`config.mk`:
```
export PLATFORM = sky130hd
export DESIGN_NAME = fetch_stage
export DESIGN_NICKNAME = d
export VERILOG_FILES = /design/src/rtl/fetch_stage.sv
export SDC_FILE = /design/constraint.sdc
export NUM_CORES = 1
export LEC_CHECK = 0
export BUFFER_PORTS_ARGS = -buffer_cell sky130_fd_sc_hd__buf_2
export CAP_MARGIN = 20
export CORE_MARGIN = 2
export CORE_UTILIZATION = 35
export CTS_CLUSTER_SIZE = 14
export DETAILED_ROUTE_END_ITERATION = 7
export GPL_TIMING_DRIVEN = 0
export HOLD_SLACK_MARGIN = 0.02
export PLACE_DENSITY = 0.57
export SLEW_MARGIN = 10
export SYNTH_ARGS = -nofsm -noshare
export SYNTH_HDL_FRONTEND = slang
export SYNTH_SLANG_ARGS = --single-unit
```
`constraint.sdc`:
```
create_clock -name clk -period 8.65 [get_ports clk]
set_clock_uncertainty 0.15 [all_clocks]
set_input_delay 1.73 -clock clk [delete_from_list [all_inputs] [get_ports clk]]
set_output_delay 1.73 -clock clk [all_outputs]
set_load 0.01 [all_outputs]
```
`src/rtl/fetch_stage.sv`:
```
// Instruction-fetch stage with IF/ID register: issues word fetches, buffers up to two
// responses, and presents the instruction with opcode/func3/func7 slices to decode.
module fetch_stage #(
  parameter logic [31:0] RESET_PC  = 32'h0000_0000,
  parameter logic [31:0] NOP_INSTR = 32'h0000_0013,
  parameter int unsigned MAX_OUT   = 2
) (
  input  logic        clk,
  input  logic        rst_n,
  output logic        imem_req_valid,
  input  logic        imem_req_ready,
  output logic [31:0] imem_req_addr,
  input  logic        imem_rsp_valid,
  input  logic [31:0] imem_rsp_data,
  input  logic        redirect_valid,
  input  logic [31:0] redirect_pc,
  input  logic        stall_d,
  output logic        if_id_valid,
  output logic [31:0] if_id_pc,
  output logic [31:0] if_id_pc4,
  output logic [31:0] if_id_instr,
  output logic [6:0]  opcode,
  output logic [2:0]  func3,
  output logic [6:0]  func7
);

  localparam logic [2:0] CREDITS = 3'(MAX_OUT);

  logic [31:0] pc_q;
  logic [31:0] pc_d;
  logic [1:0]  outstanding;
  logic [1:0]  drop_cnt;
  logic [1:0]  q_count;
  logic        q_rd_ptr;
  logic        q_wr_ptr;
  logic [31:0] q_mem [2];

  logic [2:0]  credits_used;
  logic        req_fire;
  logic        rsp_tracked;
  logic        rsp_drop;
  logic        rsp_keep;
  logic        load;
  logic        q_pop;
  logic        bypass;
  logic        q_push;
  logic [31:0] redirect_aligned;
  logic        unused_redirect_lsb;

  assign redirect_aligned    = {redirect_pc[31:2], 2'b00};
  assign unused_redirect_lsb = ^redirect_pc[1:0];

  // Request handshake: a request transfers on a cycle where imem_req_valid and
  // imem_req_ready are both high; while valid is high and ready low the address holds.
  assign credits_used   = {1'b0, outstanding} + {1'b0, q_count};
  assign imem_req_valid = rst_n && !redirect_valid && (credits_used < CREDITS);
  assign imem_req_addr  = pc_q;
  assign req_fire       = imem_req_valid && imem_req_ready;

  // Responses with nothing outstanding belong to pre-reset requests and are ignored.
  assign rsp_tracked = imem_rsp_valid && (outstanding != 2'd0);
  assign rsp_drop    = rsp_tracked && ((drop_cnt != 2'd0) || redirect_valid);
  assign rsp_keep    = rsp_tracked && !rsp_drop;

  assign load   = !stall_d || !if_id_valid;
  assign q_pop  = !redirect_valid && load && (q_count != 2'd0);
  assign bypass = !redirect_valid && load && (q_count == 2'd0) && rsp_keep;
  assign q_push = rsp_keep && !bypass;

  always_ff @(posedge clk or negedge rst_n) begin
    if (!rst_n) begin
      pc_q <= RESET_PC;
    end else if (redirect_valid) begin
      pc_q <= redirect_aligned;
    end else if (req_fire) begin
      pc_q <= pc_q + 32'd4;
    end
  end

  always_ff @(posedge clk or negedge rst_n) begin
    if (!rst_n) begin
      outstanding <= 2'd0;
    end else begin
      case ({req_fire, rsp_tracked})
        2'b10:   outstanding <= outstanding + 2'd1;
        2'b01:   outstanding <= outstanding - 2'd1;
        default: outstanding <= outstanding;
      endcase
    end
  end

  // On redirect every request still in flight after this cycle must be discarded.
  always_ff @(posedge clk or negedge rst_n) begin
    if (!rst_n) begin
      drop_cnt <= 2'd0;
    end else if (redirect_valid) begin
      drop_cnt <= outstanding - {1'b0, rsp_tracked};
    end else if (rsp_tracked && (drop_cnt != 2'd0)) begin
      drop_cnt <= drop_cnt - 2'd1;
    end
  end

  always_ff @(posedge clk or negedge rst_n) begin
    if (!rst_n) begin
      q_count  <= 2'd0;
      q_rd_ptr <= 1'b0;
      q_wr_ptr <= 1'b0;
    end else if (redirect_valid) begin
      q_count  <= 2'd0;
      q_rd_ptr <= 1'b0;
      q_wr_ptr <= 1'b0;
    end else begin
      if (q_push) q_wr_ptr <= ~q_wr_ptr;
      if (q_pop)  q_rd_ptr <= ~q_rd_ptr;
      case ({q_push, q_pop})
        2'b10:   q_count <= q_count + 2'd1;
        2'b01:   q_count <= q_count - 2'd1;
        default: q_count <= q_count;
      endcase
    end
  end

  always_ff @(posedge clk) begin
    if (q_push) q_mem[q_wr_ptr] <= imem_rsp_data;
  end

  // pc_d follows the in-order fetch stream, so it labels whatever IF/ID loads next.
  always_ff @(posedge clk or negedge rst_n) begin
    if (!rst_n) begin
      pc_d <= RESET_PC;
    end else if (redirect_valid) begin
      pc_d <= redirect_aligned;
    end else if (q_pop || bypass) begin
      pc_d <= pc_d + 32'd4;
    end
  end

  always_ff @(posedge clk or negedge rst_n) begin
    if (!rst_n) begin
      if_id_valid <= 1'b0;
      if_id_pc    <= 32'd0;
      if_id_instr <= NOP_INSTR;
    end else if (redirect_valid) begin
      if_id_valid <= 1'b0;
      if_id_instr <= NOP_INSTR;
    end else if (load) begin
      if (q_pop) begin
        if_id_valid <= 1'b1;
        if_id_pc    <= pc_d;
        if_id_instr <= q_mem[q_rd_ptr];
      end else if (bypass) begin
        if_id_valid <= 1'b1;
        if_id_pc    <= pc_d;
        if_id_instr <= imem_rsp_data;
      end else begin
        if_id_valid <= 1'b0;
        if_id_instr <= NOP_INSTR;
      end
    end
  end

  assign if_id_pc4 = if_id_pc + 32'd4;
  assign opcode    = if_id_instr[6:0];
  assign func3     = if_id_instr[14:12];
  assign func7     = if_id_instr[31:25];

endmodule

```
==> results.py <==
metrics = {
    "status": {
        "run_status": "finished, final reports clean",
    },
    "min_path": {
        "worstHoldEndpoint": "if_id_instr[15]$_DFFE_PN0P_",
        "holdCritPathClass": "reg2reg",
        "min_delay_path_depth": 1,
        "hold_path_startpoint": "if_id_instr[15]$_DFFE_PN0P_",
    },
    "die": {
        "die_h_um": 168,
        "die-area_um2": 28100,
        "io_pins": 217,
        "start_util": 0.358,
        "fp-row-count": 59,
        "die_width_um": 168,
        "placeableCoreArea_um2": 26100,
    },
    "synth": {
        "synth.top_cell.area_share": 0.342,
        "yosysWarningCount": 0,
        "synth_sequential_area_ratio": 0.556,
        "synth_enable_flop_cells": 64,
        "synth_async_sr_flop_share": 0.672,
        "post_synthesis_cell_area_um2": 9360,
        "synth.distinct_cells": 57,
        "avgSynthCellArea_um2": 12.1,
        "synth_most_common_cell": "sky130_fd_sc_hd__dfrtp_1",
        "main_flop_type_after_synthesis": "sky130_fd_sc_hd__dfrtp_1",
        "synth.ff_latch_count": 195,
        "yosys-top-cells-area": "sky130_fd_sc_hd__dfrtp_1 34%, sky130_fd_sc_hd__edfxtp_1 21%, sky130_fd_sc_hd__mux2_2 8.3%",
        "postSynthCellCount": 774,
        "synth.cells.most_frequent": "128 x sky130_fd_sc_hd__dfrtp_1, 69 x sky130_fd_sc_hd__mux2_2, 64 x sky130_fd_sc_hd__edfxtp_1",
        "synth_largest_area_cell": "sky130_fd_sc_hd__dfrtp_1",
    },
    "setup_path": {
        "regToRegStartpoint": "outstanding[0]$_DFFE_PN0P_",
        "r2r_slack_ns": 5.36,
        "worstPathCellList": "buf_8 > buf_16 > or4b_4 > inv_2 > buf_2",
        "worst-endpoint-arrival_ns": 3.34,
        "reg2reg_to": "imem_req_addr[16]$_DFFE_PN0P_",
        "critical-path-slowest-cell": "sky130_fd_sc_hd__or4b_4",
        "critical_path.max_stage_delay_ns": 0.57,
        "worstSetupEndpointType": "primary output",
        "worst-setup-path-type": "in2out",
        "worstPathRequired_ns": 6.77,
        "reg2regPathDepth": 9,
        "worstSetupStartpointType": "input pin",
        "critPathMaxFanout": 69,
    },
    "clock_network": {
        "cts.htree.levels": 4,
        "cts_tree": "built",
        "cts.path.max_buffers": 2,
        "cts_buffers": 17,
        "post_cts.repair.setup_buffers": 0,
        "clock_latency_at_the_later_pin_of_the_worst_skew_pair_ns": 0.44,
        "clk_root_buffer_cell": "sky130_fd_sc_hd__clkbuf_16",
        "clock_sinks": 195,
        "cts_hold_repair.buffers": 0,
        "clkTransAtPathRegs_ns": 0.07,
        "post_cts_resized": 0,
    },
    "final_layout": {
        "final_net_count": 1093,
        "drive_gt1_frac": 0.351,
        "final_design_area_no_fill_um2": 11600,
        "antenna_cells_inserted": 0,
        "area.growth.synth_to_final_pct": 23.6,
    },
    "power": {
        "power_density_nw_per_um2": 254,
        "power_w": 0.00294,
        "irDropWorstVdd_mv": 0.148,
        "cellLeakagePower_nw": 4.92,
    },
    "global_routing": {
        "globalRoute.totalOverflow": 0,
        "grt_max_degree": 70,
        "groute.usage.overall": 0.181,
        "grt_first_pass_wirelength_um": 39600,
        "number_of_global_route_vias_before_repair": 6893,
        "initial_antenna_violation_count": 2,
    },
    "sta": {
        "report.final.slew_viol_count": 0,
        "worst_pin_slew_ns": 1.02,
        "finalSetupViolCount": 0,
        "final_hold_vios": 0,
        "fmax_mhz": 191,
        "rsz0062_at_grt": "false",
        "fin_crit_sh": 0.604,
        "maxSlewHeadroom": 0.314,
        "post-route-min-period_ns": 5.22,
    },
    "detailed_routing": {
        "route.vias.total": 6948,
        "remaining_drc_errors": 0,
        "detail-route-antenna-nets": 0,
        "vias_per_cell": 5.09,
        "drt_first_iter_violations": 365,
        "routed_wirelength_um": 25400,
        "router_iterations_before_antenna_repair": 8,
        "detail_route.wl_per_cell_um": 18.6,
    },
    "place": {
        "io_buffers": 207,
        "detailedPlacementHpwl_um": 18700,
        "gp_congestion": 0.790,
        "postPlaceCellArea_um2": 11000,
    },
    "flow_run": {
        "max_cap_viol_count": 0,
    },
}
[power by group]
group          leakage, nW  internal (W)  total (W)  switching [W]
Sequential            2.18       0.00110    0.00128       0.000178
Combinational         2.45      0.000415   0.000868       0.000453
Clock                0.291      0.000393   0.000797       0.000405
Total                 4.92       0.00191    0.00294        0.00104
[flip-flops by register name (all words and copies together), names as in the netlist]
signal / cells
q_rd_ptr: 1
q_wr_ptr: 1
if_id_pc: 30
outstanding: 2
if_id_instr: 32
q_count: 2
pc_d: 30
q_mem: 64
imem_req_addr: 30
if_id_valid: 1
drop_cnt: 2
[per-stage QoR]
stage          setup slack [ns]  hold slack [ns]  cells  utilization  setup TNS (ns)
2_1_floorplan              2.33            0.354    779            -               0
5_1_grt                    3.26            0.381   1364        0.443               0
4_1_cts                    3.33            0.371   1364        0.443               0
3_3_place_gp             -0.338            0.343   1321        0.415          -10.74
6_report                   3.43            0.369   1364        0.443               0
3_5_place_dp               3.33            0.345   1332        0.419               0
[worst max-delay path, delay by kind of cell]
family | cells | cell delay [ns]
buffers and inverters | 4 | 1.00
AND/OR/NAND/NOR | 1 | 0.57
[worst max-delay path by stage]
stage / end / startpoint / cells after the start
finish: imem_req_valid / rst_n / 5
global route: imem_req_valid / rst_n / 5
CTS: imem_req_valid / rst_n / 5
detailed placement: imem_req_valid / rst_n / 5
global placement: q_mem[1][31]$_DFFE_PP_ / stall_d / 5
floorplan: q_mem[1][0]$_DFFE_PP_ / stall_d / 4
[placed cells by master (no fill, tap or decap), types with 6 or more instances in the layout]
cell,synthesis,final
sky130_fd_sc_hd__buf_2,3,209
sky130_fd_sc_hd__dfrtp_1,128,128
sky130_fd_sc_hd__mux2_2,69,69
sky130_fd_sc_hd__edfxtp_1,64,64
sky130_fd_sc_hd__nor2_1,52,52
sky130_fd_sc_hd__xnor2_1,49,49
sky130_fd_sc_hd__nand2_1,41,41
sky130_fd_sc_hd__nand3_1,36,36
sky130_fd_sc_hd__buf_4,23,33
sky130_fd_sc_hd__xor2_1,32,32
sky130_fd_sc_hd__mux2i_1,31,31
sky130_fd_sc_hd__a221o_1,29,29
sky130_fd_sc_hd__nand4_1,27,27
sky130_fd_sc_hd__clkbuf_1,25,25
sky130_fd_sc_hd__and3_1,23,23
sky130_fd_sc_hd__clkbuf_16,0,17
sky130_fd_sc_hd__inv_1,13,13
sky130_fd_sc_hd__nor3_1,12,12
sky130_fd_sc_hd__o21ai_0,12,12
sky130_fd_sc_hd__a21oi_1,11,11
sky130_fd_sc_hd__nor4_1,9,8
sky130_fd_sc_hd__buf_1,7,7
sky130_fd_sc_hd__and4_1,6,6
sky130_fd_sc_hd__ha_1,6,6
sky130_fd_sc_hd__conb_1,1,6
sky130_fd_sc_hd__clkinv_8,0,6
[layer usage]
layer	global-route usage	wire, µm	vias up
met2	0.312	12300	212
met4	0.0461	402	2
li1	-	-	3306
met5	0	7	-
met3	0.0371	1330	27
met1	0.234	11300	3401
[layout make-up]
cell class,instances,area (µm²)
Timing Repair Buffer,218,1150
Multi-Input combinational cell,510,3810
Sequential cell,195,5200
Clock buffer,17,425
Fill cell,2511,14600
Tap cell,335,419
Clock inverter,15,183
Buffer,59,319
Inverter,15,56.3
[kinds of logic (layout without fill, tap and decap cells)]
kind of cell | count (synthesis) | after routing | synth area share
AND/OR/NAND/NOR | 230 | 230 | 0.130
flip-flops | 195 | 195 | 0.556
multiplexers | 100 | 100 | 0.116
AO/OA/AOI/OAI | 86 | 86 | 0.0716
XOR/XNOR | 81 | 81 | 0.0758
buffers and inverters | 74 | 324 | 0.0401
adder cells (fa/ha/maj) | 7 | 7 | 0.0102
other | 1 | 6 | 0.000401
(Power assumes the default switching activity.)
